[config.mk]
export PLATFORM = sky130hd
export DESIGN_NAME = tx_clk_speed_sequencer
export DESIGN_NICKNAME = d
export VERILOG_FILES = /design/src/rtl/tx_clk_speed_sequencer.sv
export SDC_FILE = /design/constraint.sdc
export NUM_CORES = 1
export LEC_CHECK = 0
export CORE_ASPECT_RATIO = 0.8
export CORE_MARGIN = 2
export CORE_UTILIZATION = 54
export CTS_BUF_LIST = sky130_fd_sc_hd__clkbuf_16
export CTS_CLUSTER_SIZE = 14
export DETAILED_ROUTE_END_ITERATION = 8
export HOLD_SLACK_MARGIN = 0.06
export PLACE_DENSITY_LB_ADDON = 0.08
export SLEW_MARGIN = 40
export SYNTH_ARGS = -nofsm -noshare
export SYNTH_HDL_FRONTEND = slang
export SYNTH_SLANG_ARGS = --single-unit
[constraint.sdc]
create_clock -name clk250_i -period 2.1 [get_ports clk250_i]
set_clock_uncertainty 0.1 [all_clocks]
set_input_delay 0.42 -clock clk250_i [delete_from_list [all_inputs] [get_ports clk250_i]]
set_output_delay 0.42 -clock clk250_i [all_outputs]
set_load 0.05 [all_outputs]
[src/rtl/tx_clk_speed_sequencer.sv]
// TX clock speed switch sequencer: drain MAC TX, reset clock generators, settle.
// Optional drain watchdog enabled by defining TX_CLK_SEQ_DRAIN_TIMEOUT_EN.
module tx_clk_speed_sequencer #(
   parameter int unsigned rst_cycles_p    = 4,
   parameter int unsigned settle_cycles_p = 16,
   parameter int unsigned drain_timeout_p = 4096
) (
   input  logic       clk250_i,
   input  logic       clk250_rst_ni,
   input  logic [1:0] speed_req_i,
   input  logic       speed_req_v_i,
   output logic       speed_req_ready_o,
   input  logic       tx_busy_i,
   output logic       tx_hold_o,
   output logic       clkgen_rst_o,
   output logic [1:0] clk_setting_o,
   output logic       link_ready_o,
   output logic       bad_req_o,
   output logic       timeout_o
);

   localparam int unsigned MAX_RS =
      (rst_cycles_p > settle_cycles_p) ? rst_cycles_p : settle_cycles_p;
   localparam int unsigned MAX_ALL =
      (MAX_RS > drain_timeout_p) ? MAX_RS : drain_timeout_p;
   localparam int unsigned CW = $clog2(MAX_ALL + 1);

   localparam logic [CW-1:0] RST_LD    = CW'(rst_cycles_p);
   localparam logic [CW-1:0] SETTLE_LD = CW'(settle_cycles_p);
   localparam logic [CW-1:0] ONE       = CW'(1);

   typedef enum logic [1:0] {
      S_READY,
      S_DRAIN,
      S_RESET,
      S_SETTLE
   } state_t;

   state_t        r_state;
   state_t        w_state_nxt;
   logic [CW-1:0] r_cnt;
   logic [CW-1:0] w_cnt_nxt;
   logic [1:0]    r_setting;
   logic [1:0]    w_setting_nxt;
   logic [1:0]    r_speed;
   logic [1:0]    w_speed_nxt;
   logic          r_bad;
   logic          w_bad_nxt;
   logic          w_to_nxt;

`ifdef TX_CLK_SEQ_DRAIN_TIMEOUT_EN
   localparam logic [CW-1:0] DRAIN_LD = CW'(drain_timeout_p);
   logic r_timeout;
`endif

   always_ff @(posedge clk250_i) begin
      if (!clk250_rst_ni) begin
         r_state   <= S_RESET;
         r_cnt     <= RST_LD;
         r_setting <= 2'b10;
         r_speed   <= 2'b10;
         r_bad     <= 1'b0;
`ifdef TX_CLK_SEQ_DRAIN_TIMEOUT_EN
         r_timeout <= 1'b0;
`endif
      end else begin
         r_state   <= w_state_nxt;
         r_cnt     <= w_cnt_nxt;
         r_setting <= w_setting_nxt;
         r_speed   <= w_speed_nxt;
         r_bad     <= w_bad_nxt;
`ifdef TX_CLK_SEQ_DRAIN_TIMEOUT_EN
         r_timeout <= w_to_nxt;
`endif
      end
   end

   always_comb begin
      w_state_nxt   = r_state;
      w_cnt_nxt     = r_cnt;
      w_setting_nxt = r_setting;
      w_speed_nxt   = r_speed;
      w_bad_nxt     = 1'b0;
      w_to_nxt      = 1'b0;
      unique case (r_state)
         S_READY: begin
            if (speed_req_v_i) begin
               if (speed_req_i == 2'b11) begin
                  w_bad_nxt = 1'b1;
               end else if (speed_req_i != r_setting) begin
                  w_speed_nxt = speed_req_i;
                  w_state_nxt = S_DRAIN;
`ifdef TX_CLK_SEQ_DRAIN_TIMEOUT_EN
                  w_cnt_nxt   = DRAIN_LD;
`endif
               end
            end
         end
         S_DRAIN: begin
            if (!tx_busy_i) begin
               w_state_nxt   = S_RESET;
               w_cnt_nxt     = RST_LD;
               w_setting_nxt = r_speed;
            end
`ifdef TX_CLK_SEQ_DRAIN_TIMEOUT_EN
            else if (r_cnt == ONE) begin
               w_state_nxt   = S_RESET;
               w_cnt_nxt     = RST_LD;
               w_setting_nxt = r_speed;
               w_to_nxt      = 1'b1;
            end else begin
               w_cnt_nxt = r_cnt - ONE;
            end
`endif
         end
         S_RESET: begin
            if (r_cnt == ONE) begin
               w_state_nxt = S_SETTLE;
               w_cnt_nxt   = SETTLE_LD;
            end else begin
               w_cnt_nxt = r_cnt - ONE;
            end
         end
         S_SETTLE: begin
            if (r_cnt == ONE) begin
               w_state_nxt = S_READY;
            end else begin
               w_cnt_nxt = r_cnt - ONE;
            end
         end
         default: begin
            w_state_nxt = S_RESET;
            w_cnt_nxt   = RST_LD;
         end
      endcase
   end

   assign speed_req_ready_o = (r_state == S_READY);
   assign link_ready_o      = (r_state == S_READY);
   assign tx_hold_o         = (r_state != S_READY);
   assign clkgen_rst_o      = (r_state == S_RESET);
   assign clk_setting_o     = r_setting;
   assign bad_req_o         = r_bad;

`ifdef TX_CLK_SEQ_DRAIN_TIMEOUT_EN
   assign timeout_o = r_timeout;
`else
   assign timeout_o = 1'b0;
   logic w_unused;
   assign w_unused = w_to_nxt;
`endif

endmodule

======== After elaboration in Yosys (flattened, before gate mapping) ========
Index checks and enable logic that the tools add are counted.
storage, ports and cells
  bits in registers ....................... 20
  bits in latches ......................... 0
  bits in writable memories ............... 0
  ROM bits ................................ 0
  bits of input ports ..................... 6
  output and inout port bits .............. 8
  word-level logic and storage cells ...... 41
  memories kept ........................... 0
cells by class
  add/subtract/negate cells ............... 1
  multipliers ............................. 0
  div/mod/pow operators ................... 0
  magnitude comparators ................... 0
  equal/unequal tests ..................... 13
  shift operators ......................... 0
  mux-type cells .......................... 12
  bitwise logic cells ..................... 2
  reduce and logical (&&, ||, !) cells .... 8
operators with widths
  cell                                                 count
  2-to-1 mux 13 bit                                    3
  case mux 13 bit (3 select lines)                     1
  == test 13 x 1 -> 1 bit (second input constant)      1
  subtractor 13 x 1 -> 13 bit (second input constant)  1
  2-to-1 mux 2 bit                                     6
  != test 2 bit (second input constant)                5
  case mux 2 bit (4 select lines)                      1
  == test 2 bit (second input constant)                3
  AND reduction 3 bit                                  2
  AND reduction 6 bit                                  1
  != test 2 x 1 -> 1 bit (second input constant)       2
  AND reduction 4 bit                                  1
  nonzero test 3 bit                                   1
  == test 2 x 1 -> 1 bit (second input constant)       1
  logical NOT 2 bit                                    1
  != test 2 bit                                        1
  inverter 1 bit                                       2
  AND reduction 2 bit                                  1
  nonzero test 2 bit                                   1
  2-to-1 mux 1 bit                                     1

======== Logic depth before layout (Yosys ltp) ========
  depth in word-level cells ............... 5
  depth in mapped cells ................... 8
  mapped depth without buffers ............ 7

======== Worst setup path after synthesis ========
OpenSTA, ideal clock, no wires.
  path kind ............................... reg2reg
  from .................................... reg r_state[0]
  to ...................................... reg r_cnt[0]
  library setup time ...................... 60 ps
  data arrival time ....................... 2224 ps
  required time ........................... 1940 ps
  path slack .............................. -283 ps
  cell stages (with the launch flop) ...... 8
  path buffers ............................ 0
  clock period less this slack ............ 2383 ps
  cells stage by stage .................... dfxtp_1 > inv_1 > ha_1 > inv_1 > nand2_1 > or3_1 > o21ai_0 > and2_1
between the ends
  word-level cells in the longest chain between the ends .. 3
  elaborated cells on any way between the ends .. 8
  classes of those cells .................. eq/ne (5); mux (1); reduce/logical (2)
ends and longest elaborated chain
  item                                                                  RTL line  RTL
  start, declared                                                       39        state_t r_state;
  start signal, assigned                                                67        r_state <= w_state_nxt;
  == test 2 bit or == test 2 x 1 -> 1 bit (tied branches)               85        unique case (r_state)
  != test 2 bit (no source line) or nonzero test 3 bit (tied branches)  -
  AND reduction 3 bit (no source line)                                  -
  end signal, assigned                                                  68        r_cnt <= w_cnt_nxt;
  end, declared                                                         41        logic [CW-1:0] r_cnt;
Several ways; a longest one is shown, not always the timed one.
A chain may end at the register's enable or synchronous reset.

======== Final worst setup path ========
  from .................................... reg r_setting[0] (netlist: clk_setting_o[0])
  to ...................................... out clk_setting_o[0]
RTL lines
  item                    RTL line  RTL
  start, declared         43        logic [1:0] r_setting;
  start signal, assigned  69        r_setting <= w_setting_nxt;
  end, declared           16        output logic [1:0] clk_setting_o,
No word-level cell between the ends.

==> out/results.ini <==
[final_layout]
final_util = 0.764
final_cell_mix = 20 x dfxtp_1, 18 x nor2_1, 10 x xnor2_1, 10 x buf_4
layout.cells.most_common = dfxtp_1
final_nets = 170
stdcell_count = 181
postLayoutCellArea_mm2 = 0.00150
drive_gt1_frac = 0.197
syn_to_final_growth_pct = 29.1
insertedDiodeCount = 0

[setup_path]
worstSetupPathType = reg -> out
path_buf_inv = 1
start_kind = flop
critPathCaptureType = primary output
cpLargestDelayFamily = buffers and inverters
critical-path-max-stage-delay_ns = 0.83
cp_max_fo = 4
slowest_stage = clkdlybuf4s50_1
crit_arrival_ns = 1.45
worstPathRequired_ns = 1.58
worstPathCellList = clkdlybuf4s50_1

[yosys]
synth_edf_count = 0
synth_seq_cells = 20
yosysWarnings = 0
synth_area_leader_cell = dfxtp_1
yosysSeqAreaShare = 0.345
synth_cell_type_count = 39
syn_area_mm2 = 0.00116
synthCells = 135
synth_flop_cell = dfxtp_1
synth_area_leaders = dfxtp_1 34%, xnor2_1 7.5%, ha_1 6.5%
syn-num-nets = 147
synth_top_area_frac = 0.345
post_synth.cell_area_avg_um2 = 8.60
ys_async_sr_fraction = 0

[global_route]
grt_max_degree = 13
antenna_found_initial = 0
grt_overflow_total = 0
met3_usage = 0.0597
use_met2 = 0.333
globalRouteTotalUtil = 0.216
grt_pass1_wl_mm = 4.20
grt_util_met1 = 0.299
grt_pass1_vias = 917
busiest_layer = met2

[clocking]
holdBufCountCts = 0
clock-sinks = 20
clock_latency_ns = 0.25
cts_buffers = 3
cts_max_level = 1
clock_path_buffers = 2
cts_tree = done
cts_root_buf = clkbuf_16
clkTransAtPathRegs_ns = 0.05

[detailed_routing]
wl_mm = 2.52
drt_drc_violations_left = 0
vias = 1015
vias_per_cell = 5.61
ant_nets = 0
detail_route.first_pass.iterations = 4
avgRoutedWirePerCell_um = 13.9
first_iter_violations = 37

[power]
p_per_area_mw_per_mm2 = 1410
ir_drop_uv = 1220
cell_internal_pwr_mw = 1.26
p_comb_frac = 0.517
p_sw_frac = 0.403
total_power_mw = 2.11
pwr-share-seq = 0.296
power.switching_mw = 0.850
clkPwrFrac = 0.187
p_leak_nw = 0.585

[sta]
worst_slew_pin_slew_ns = 0.497
holdWs_ns = 0.382
rsz0062_at_grt = false
slew_headroom = 0.668
layout_setup_ws_ns = 0.128
finalSetupTns_ns = 0
finalCritPeriodShare = 0.939
setup_viol = 0
period_needed_ns = 1.97
max_freq_mhz = 507
finalHoldViolCount = 0
finalMaxSlewViolations = 0

[floorplan]
die_h_um = 45.5
num_io_pins = 14
start_util = 0.592
core_mm2 = 0.00196
dieArea_mm2 = 0.00254
num_rows = 14
dieWidth_um = 55.8

[placed_design]
dpl_worst_slack_ns = -0.0208
placed_area_mm2 = 0.00140
dp.cells = 177
place_congestion = 0.805
dp_hpwl_mm = 1.91
port-buffer-count = 12

[run]
cap_violations = 0

[outcome]
status = finished, final reports clean

[min_path]
hp-class = reg -> reg

## flip-flops by register name (all words and copies together) (netlist names)
| register | flops |
|---|---|
| bad_req_o | 1 |
| r_speed | 2 |
| r_cnt | 13 |
| r_state | 2 |
| clk_setting_o | 2 |
## cell usage after synthesis (all sizes together), types with 2 or more instances
master  number
nor2b        4
nor4b        2
o311ai       2
a31oi        4
and2         4
buf          3
or3          2
o21ai        6
nor3         5
nor3b        2
nand4        2
o21a         2
dfxtp       20
inv          9
nand2        6
xnor2       10
a21oi        4
nand3        5
nor4         5
nor2        20
ha           6
## final timing paths
kind	startpoint	endpoint	slack, ns	cells after the start
max	clk_setting_o[0]$_SDFFE_PN0P_	clk_setting_o[0]	0.13	1
min	r_speed[1]$_SDFFE_PN1P_	clk_setting_o[1]$_SDFFE_PN1P_	0.38	2
max reg2reg	r_cnt[1]$_SDFFE_PN0P_	r_cnt[6]$_SDFFE_PN0P_	0.17	8
min reg2reg	r_speed[1]$_SDFFE_PN1P_	clk_setting_o[1]$_SDFFE_PN1P_	0.38	2
## power by group through the flow
stage	sequential (mW)	clock (mW)	combinational, mW
3_5_place_dp	0.621	0	1.07
2_1_floorplan	0.593	0	0.769
5_1_grt	0.640	0.410	1.19
6_report	0.625	0.394	1.09
4_1_cts	0.615	0.402	1.08
3_3_place_gp	0.614	0	1.03
## final cells by class
cell class,count,area (um^2)
Inverter,9,37.5
Clock buffer,3,75.1
Tap cell,24,30.0
Fill cell,155,463
Sequential cell,20,400
Multi-Input combinational cell,102,717
Clock inverter,1,3.75
Timing Repair Buffer,22,235
## logic make-up after synthesis
kind of cell	after synthesis	share of synthesized area
adder cells (fa/ha/maj)	6	0.0647
AND/OR/NAND/NOR	60	0.308
AO/OA/AOI/OAI	23	0.133
XOR/XNOR	11	0.0830
multiplexers	1	0.00862
buffers and inverters	13	0.0549
other	1	0.00323
flip-flops	20	0.345
## layer usage
metal  share of wire  up-vias
met5               0        -
met4           0.012        0
met3           0.035        4
met2            0.45       17
met1            0.51      475
li1                -      519
## repair_timing
action,in CTS,in global routing
gates resized for setup,0,3
buffers inserted,0,0
endpoints found under the hold margin,0,0
endpoints found under the setup margin,0,4
(Power assumes the default switching activity.)
